===== src/rtl/operand_fetch.sv =====
// operand_fetch: register-file read front end with an in-flight destination scoreboard.
// Optional same-cycle writeback bypass is enabled by defining OPFETCH_BYPASS_EN.
module operand_fetch #(
  parameter int DATA_WIDTH = 32,
  parameter int ADDR_WIDTH = 5
) (
  input  logic                  clk,
  input  logic                  rst,
  input  logic                  in_valid,
  output logic                  in_ready,
  input  logic [ADDR_WIDTH-1:0] in_rs1,
  input  logic [ADDR_WIDTH-1:0] in_rs2,
  input  logic [ADDR_WIDTH-1:0] in_rd,
  input  logic                  in_rd_we,
  output logic [ADDR_WIDTH-1:0] r0_addr,
  output logic [ADDR_WIDTH-1:0] r1_addr,
  input  logic [DATA_WIDTH-1:0] r0_data,
  input  logic [DATA_WIDTH-1:0] r1_data,
  input  logic                  wb_en,
  input  logic [ADDR_WIDTH-1:0] wb_addr,
  input  logic [DATA_WIDTH-1:0] wb_data,
  output logic                  out_valid,
  input  logic                  out_ready,
  output logic [DATA_WIDTH-1:0] out_rs1_data,
  output logic [DATA_WIDTH-1:0] out_rs2_data,
  output logic [ADDR_WIDTH-1:0] out_rd,
  output logic                  out_rd_we
);

  localparam int NREGS = 2 ** ADDR_WIDTH;
  localparam logic [ADDR_WIDTH-1:0] X0 = '0;

  logic [NREGS-1:0]      busy_r;
  logic [NREGS-1:0]      busy_next_s;
  logic                  out_valid_r;
  logic                  first_r;
  logic                  z1_r;
  logic                  z2_r;
  logic [ADDR_WIDTH-1:0] rd_r;
  logic                  rd_we_r;
  logic [DATA_WIDTH-1:0] hold1_r;
  logic [DATA_WIDTH-1:0] hold2_r;
  logic [DATA_WIDTH-1:0] res1_s;
  logic [DATA_WIDTH-1:0] res2_s;
  logic                  fwd1_s;
  logic                  fwd2_s;
  logic                  fwdd_s;
  logic                  hazard_s;
  logic                  accept_s;
  logic                  set_s;
  logic                  clr_s;

  assign r0_addr = in_rs1;
  assign r1_addr = in_rs2;

`ifdef OPFETCH_BYPASS_EN
  logic                  fwd1_r;
  logic                  fwd2_r;
  logic [DATA_WIDTH-1:0] fwd_data_r;

  assign fwd1_s = wb_en && (wb_addr != X0) && (wb_addr == in_rs1);
  assign fwd2_s = wb_en && (wb_addr != X0) && (wb_addr == in_rs2);
  assign fwdd_s = wb_en && (wb_addr != X0) && (wb_addr == in_rd);

  // Forward flags and data captured at accept; the RF read returns pre-write data in that case.
  always_ff @(posedge clk) begin
    if (rst) begin
      fwd1_r     <= 1'b0;
      fwd2_r     <= 1'b0;
      fwd_data_r <= '0;
    end else if (accept_s) begin
      fwd1_r     <= fwd1_s;
      fwd2_r     <= fwd2_s;
      fwd_data_r <= wb_data;
    end
  end

  assign res1_s = z1_r ? '0 : (fwd1_r ? fwd_data_r : r0_data);
  assign res2_s = z2_r ? '0 : (fwd2_r ? fwd_data_r : r1_data);
`else
  logic unused_wb_data_s;

  assign fwd1_s = 1'b0;
  assign fwd2_s = 1'b0;
  assign fwdd_s = 1'b0;
  assign unused_wb_data_s = ^wb_data;
  assign res1_s = z1_r ? '0 : r0_data;
  assign res2_s = z2_r ? '0 : r1_data;
`endif

  assign hazard_s = ((in_rs1 != X0) && busy_r[in_rs1] && !fwd1_s) ||
                    ((in_rs2 != X0) && busy_r[in_rs2] && !fwd2_s) ||
                    (in_rd_we && (in_rd != X0) && busy_r[in_rd] && !fwdd_s);
  assign in_ready = !rst && !hazard_s && (!out_valid_r || out_ready);
  assign accept_s = in_valid && in_ready;
  assign set_s    = accept_s && in_rd_we && (in_rd != X0);
  assign clr_s    = wb_en && (wb_addr != X0);

  // Scoreboard next state: a set on the same index as a clear takes priority.
  always_comb begin
    busy_next_s = '0;
    for (int i = 1; i < NREGS; i++) begin
      busy_next_s[i] = (set_s && (in_rd == ADDR_WIDTH'(i))) ||
                       (busy_r[i] && !(clr_s && (wb_addr == ADDR_WIDTH'(i))));
    end
  end

  // Scoreboard register.
  always_ff @(posedge clk) begin
    if (rst) begin
      busy_r <= '0;
    end else begin
      busy_r <= busy_next_s;
    end
  end

  // Output stage: valid/destination on accept, operands frozen in hold regs after the first cycle.
  always_ff @(posedge clk) begin
    if (rst) begin
      out_valid_r <= 1'b0;
      first_r     <= 1'b0;
      z1_r        <= 1'b0;
      z2_r        <= 1'b0;
      rd_r        <= '0;
      rd_we_r     <= 1'b0;
      hold1_r     <= '0;
      hold2_r     <= '0;
    end else begin
      if (accept_s) begin
        out_valid_r <= 1'b1;
        z1_r        <= (in_rs1 == X0);
        z2_r        <= (in_rs2 == X0);
        rd_r        <= in_rd;
        rd_we_r     <= in_rd_we;
      end else if (out_ready) begin
        out_valid_r <= 1'b0;
      end
      first_r <= accept_s;
      if (first_r) begin
        hold1_r <= res1_s;
        hold2_r <= res2_s;
      end
    end
  end

  assign out_valid    = out_valid_r;
  assign out_rs1_data = first_r ? res1_s : hold1_r;
  assign out_rs2_data = first_r ? res2_s : hold2_r;
  assign out_rd       = rd_r;
  assign out_rd_we    = rd_we_r;

endmodule


===== config.mk =====
export PLATFORM = sky130hd
export DESIGN_NAME = operand_fetch
export DESIGN_NICKNAME = d
export VERILOG_FILES = /design/src/rtl/operand_fetch.sv
export SDC_FILE = /design/constraint.sdc
export NUM_CORES = 1
export LEC_CHECK = 0
export CAP_MARGIN = 0
export CELL_PAD_IN_SITES_DETAIL_PLACEMENT = 1
export CELL_PAD_IN_SITES_GLOBAL_PLACEMENT = 1
export CORE_MARGIN = 5
export CORE_UTILIZATION = 35
export CTS_CLUSTER_SIZE = 24
export DETAILED_ROUTE_END_ITERATION = 8
export GPL_TIMING_DRIVEN = 0
export PLACE_DENSITY = 0.93
export SLEW_MARGIN = 10
export SYNTH_ARGS = -nofsm -noshare
export SYNTH_HDL_FRONTEND = slang
export SYNTH_SLANG_ARGS = --single-unit

===== constraint.sdc =====
create_clock -name clk -period 4.42 [get_ports clk]
set_clock_uncertainty 0.1 [all_clocks]
set_input_delay 0.663 -clock clk [delete_from_list [all_inputs] [get_ports clk]]
set_output_delay 0.663 -clock clk [all_outputs]
set_load 0.01 [all_outputs]

* Word level (Yosys, flattened, before mapping)
Index checks and enable logic that the tools add are counted.
Word-level totals: flip-flop bits (word level) 106, output and inout port bits 82, logic and storage cells 265
Operators by class: order comparisons 3, equal/unequal tests 62, multiplexer cells 12, reductions and logical operators 178
Operator list (number):
- == test 5 bit (second input constant) | 32
- two-way mux 32 bit | 4
- logical AND 1 bit | 103
- == test 5 x 4 -> 1 bit (second input constant) | 16
- == test 5 x 3 -> 1 bit (second input constant) | 8
- logical NOT 1 bit | 34
- logical OR 1 bit | 34
- == test 5 x 2 -> 1 bit (second input constant) | 4
- nonzero test 5 bit | 4
- < comparator 5 x 6 -> 1 bit (second input constant) | 3
- binary-select mux 1 bit (select 5 bit) | 3
- == test 5 x 1 -> 1 bit (second input constant) | 2
- logical NOT 5 bit | 2
- two-way mux 1 bit | 5
- nonzero test 2 bit | 1

* Longest topological paths before layout
Gate-level depths: netlist of run 1.
depth in word-level cells 13, depth in mapped cells 9

* Worst setup path after synthesis of run 1
Ideal clock, no wire load.
kind input-to-output, start point input in_rd[1], end point output in_ready, arrival time 2.114 ns, slack 1.543 ns, cell stages on the path 7, buffers on the path 2, cell sequence buf_2 > buf_2 > mux4_2 > a2111oi_2 > o211ai_1 > o211ai_2 > and3b_1
Between the ends: word-level cells in the longest chain between the ends 7
RTL lines:
- start, declared | RTL line 13 | input logic [ADDR_WIDTH-1:0] in_rd,
- binary-select mux 1 bit (select 5 bit) or nonzero test 5 bit (tied branches) | RTL line 93 | (in_rd_we && (in_rd != X0) && busy_r[in_rd] && !fwdd_s);
- two-way mux 1 bit (not written as such) or logical AND 1 bit (tied branches) | RTL line 93
- logical AND 1 bit (*) | RTL line 93
- logical OR 1 bit (*) | RTL line 92 | ((in_rs2 != X0) && busy_r[in_rs2] && !fwd2_s) ||
- logical NOT 1 bit (*) | RTL line 94 | assign in_ready = !rst && !hazard_s && (!out_valid_r || out_ready);
- logical AND 1 bit (*) (2 in a row) | RTL line 94
- end, declared | RTL line 10 | output logic in_ready,
Mark *: on every way between the ends. The rest lies on a longest branch, timed or not. The select of a mux whose other input is x is not followed.

* Worst setup path in the final report of run 1
start point input in_rd[2], end point output in_ready
Same word-level chain as after synthesis.

==> impl_metrics.json, run 1 <==
{
  "placed_area_um2": 7420,
  "dr_wl_met3_um": 1590,
  "post_cts_resized": 0,
  "wl_met1_um": 8570,
  "synth_area_per_cell_um2": 8.28,
  "die_w_um": 135,
  "max_freq_ghz": 0.235,
  "die_area_um2": 18300,
  "finalHoldViolCount": 0,
  "finalCritPeriodShare": 0.964,
  "min_period_ns": 4.26,
  "final.setup.tns_ns": 0,
  "cts_root_buf": "clkbuf_16",
  "dp.cells": 1041,
  "intPower_w": 0.00167,
  "status": "finished clean",
  "die_h_um": 135,
  "synth_edf_count": 0,
  "hp-class": "reg -> reg",
  "p_switching_w": 0.000702,
  "hold_buffers": 0,
  "rows": 45,
  "rr_startpoint": "busy_r[26]",
  "syn_nets": 787,
  "syn_area_um2": 5510,
  "ys_seq_area_frac": 0.382,
  "cp.arrival_ns": 3.50,
  "synthTopCellsByArea": "dfxtp_1, nor2b_1, o21ai_0",
  "hold_depth": 2,
  "final_util": 0.504,
  "holdPathEnd": "z2_r",
  "grt_usage": 0.229,
  "antenna_found_initial": 0,
  "synthCells": 665,
  "htreeDepth": 3,
  "grt_overflow": 0,
  "grt_pass1_wl_um": 32500,
  "rrSetupSlack_ns": 1.90,
  "cts_buffers": 9,
  "async_flop_share": 0,
  "r2r_end": "busy_r[1]",
  "pwr_density_cell_nw_per_um2": 308,
  "fin_area_um2": 7710,
  "ys.flop_type": "dfxtp_1",
  "setup_viol": 0,
  "switching_share": 0.296,
  "fin_nets": 963,
  "vias": 5543,
  "layout-drive-gt1-share": 0.0827,
  "seqPwrFrac": 0.423,
  "worstSetupPathType": "in -> out",
  "holdWs_ns": 0.380,
  "finalMaxSlewViolations": 0,
  "cp_max_fo": 10,
  "max-vdd-ir-drop_mv": 0.238,
  "p_leak_nw": 2.77,
  "grt_pass1_vias": 5880,
  "maxCapViolations": 0,
  "ant_nets": 0,
  "cts_buffer_depth": 2,
  "post-dp-hpwl_um": 16600,
  "tightest_slew_ns": 0.811,
  "pwr-share-comb": 0.242,
  "met2WireLength_um": 10300,
  "required_ns": 3.66,
  "start_util": 0.360,
  "synth_area_leader_cell": "dfxtp_1",
  "cts_tree": "done",
  "diodes": 0,
  "ff2ff_path_depth": 7,
  "synth.distinct_cells": 47,
  "crit_path_start_kind": "input pin",
  "io_pins": 204,
  "drt_pass1_iterations": 4,
  "portBuffers": 165,
  "worstHoldStart": "z2_r",
  "globalplace.congestion": 0.882,
  "ys_ff_latch": 105,
  "numClockSinks": 105,
  "synth_top_area_share": 0.382,
  "area_growth_pct": 40.0,
  "coreArea_um2": 15300,
  "rsz0062_at_grt": "no",
  "clk_pin_slew_ns": 0.07,
  "wl_per_cell_um": 20.1,
  "nFillCells": 1847,
  "route.detailed.drc": 0,
  "wirelength_um": 21200,
  "crit_path_end_kind": "primary output",
  "clkPwrFrac": 0.335,
  "top_layer_used": "met4",
  "fin_cells": 1057,
  "relSlewSlack": 0.460,
  "ys_warn_count": 0,
  "clk_latency_ns": 0.36,
  "cts_setup_buffers": 0,
  "avgViaCountPerCell": 5.24,
  "drt-initial-drc-count": 288,
  "grt_start_max_net_pins": 20
}
-- registers in the layout (all words and copies together), names as in the netlist --
name / flops
out_rd: 5
out_rd_we: 1
busy_r: 31
first_r: 1
hold2_r: 32
z2_r: 1
z1_r: 1
out_valid: 1
hold1_r: 32
-- layout by cell type, fill, tap and decap left out, drive strengths merged, types with 23 or more instances in the layout --
cell,n
clkdlybuf4s50,165
dfxtp,105
nor2b,97
nand2,91
o21ai,80
inv,72
clkbuf,39
o31ai,31
buf,24
nand3b,23
-- power by group through the flow --
stage	combinational, W	clock, W	sequential, W
floorplan	0.000250	0	0.00102
global placement	0.000554	0	0.00102
detailed placement	0.000574	0	0.00103
CTS	0.000579	0.000813	0.00101
global route	0.000617	0.000849	0.00101
finish	0.000575	0.000794	0.00101
-- layout make-up --
cell class,count,area [um2],share of cell area
Multi-Input combinational cell,437,2860,0.371
Sequential cell,105,2100,0.272
Timing Repair Buffer,165,1650,0.214
Buffer,54,287,0.0371
Tap cell,211,264,0.0342
Inverter,69,259,0.0336
Clock buffer,9,225,0.0292
Clock inverter,7,65.1,0.00843
-- per-layer routing --
metal	vias up	track usage
met5	-	0
met4	0	0.0969
met3	47	0.0609
met2	249	0.392
met1	2677	0.270
li1	2570	-
-- cells in the mapped netlist, types with 3 or more instances --
cell type and count:
dfxtp_1 105, nor2b_1 97, nand2_1 91, o21ai_0 80, inv_1 69, clkbuf_1 30
o31ai_1 30, nand3b_1 23, mux2i_1 22, nand3_1 17, buf_4 10, mux4_2 9
buf_2 7, mux2_2 7, nor2_1 7, mux2_4 6, buf_6 5, nor3_1 4
nor3b_1 4, a21oi_1 3, a22oi_1 3, nand2b_1 3, or3b_2 3
-- worst max path at each step --
stage              start        to  cells past startpoint
6_report        in_rd[2]  in_ready                      8
5_1_grt         in_rd[2]  in_ready                      8
4_1_cts         in_rd[2]  in_ready                      8
3_5_place_dp    in_rd[2]  in_ready                      8
3_3_place_gp   in_rs1[0]  in_ready                      8
2_1_floorplan   in_rd[1]  in_ready                      7
-- per-stage QoR --
step	setup slack [ns]	total power, W
2_1_floorplan	1.54	0.00127
3_3_place_gp	0.237	0.00158
3_5_place_dp	0.225	0.00160
4_1_cts	0.153	0.00240
5_1_grt	0.0844	0.00247
6_report	0.161	0.00237
-- cell families after synthesis --
| logic type | Yosys count | synth area share |
|---|---|---|
| multiplexers | 45 | 0.112 |
| AND/OR/NAND/NOR | 261 | 0.260 |
| flip-flops | 105 | 0.382 |
| buffers and inverters | 123 | 0.0990 |
| AO/OA/AOI/OAI | 131 | 0.147 |
-- critical path: stages --
cell and delay (ns):
clkdlybuf4s50_1 0.60, buf_1 0.48, mux4_2 0.40, mux2i_1 0.20, o211ai_1 0.15, o211ai_2 0.16
and3b_1 0.22, clkdlybuf4s50_1 0.63
No activity file was read; power rests on OpenSTA's default activity.
==> run 2, diff against run 1 <==
CTS_CLUSTER_SIZE = not set   (was 24)
==> results of run 2 <==
No change in the layout: final DEF, timing and power equal those of run 1.
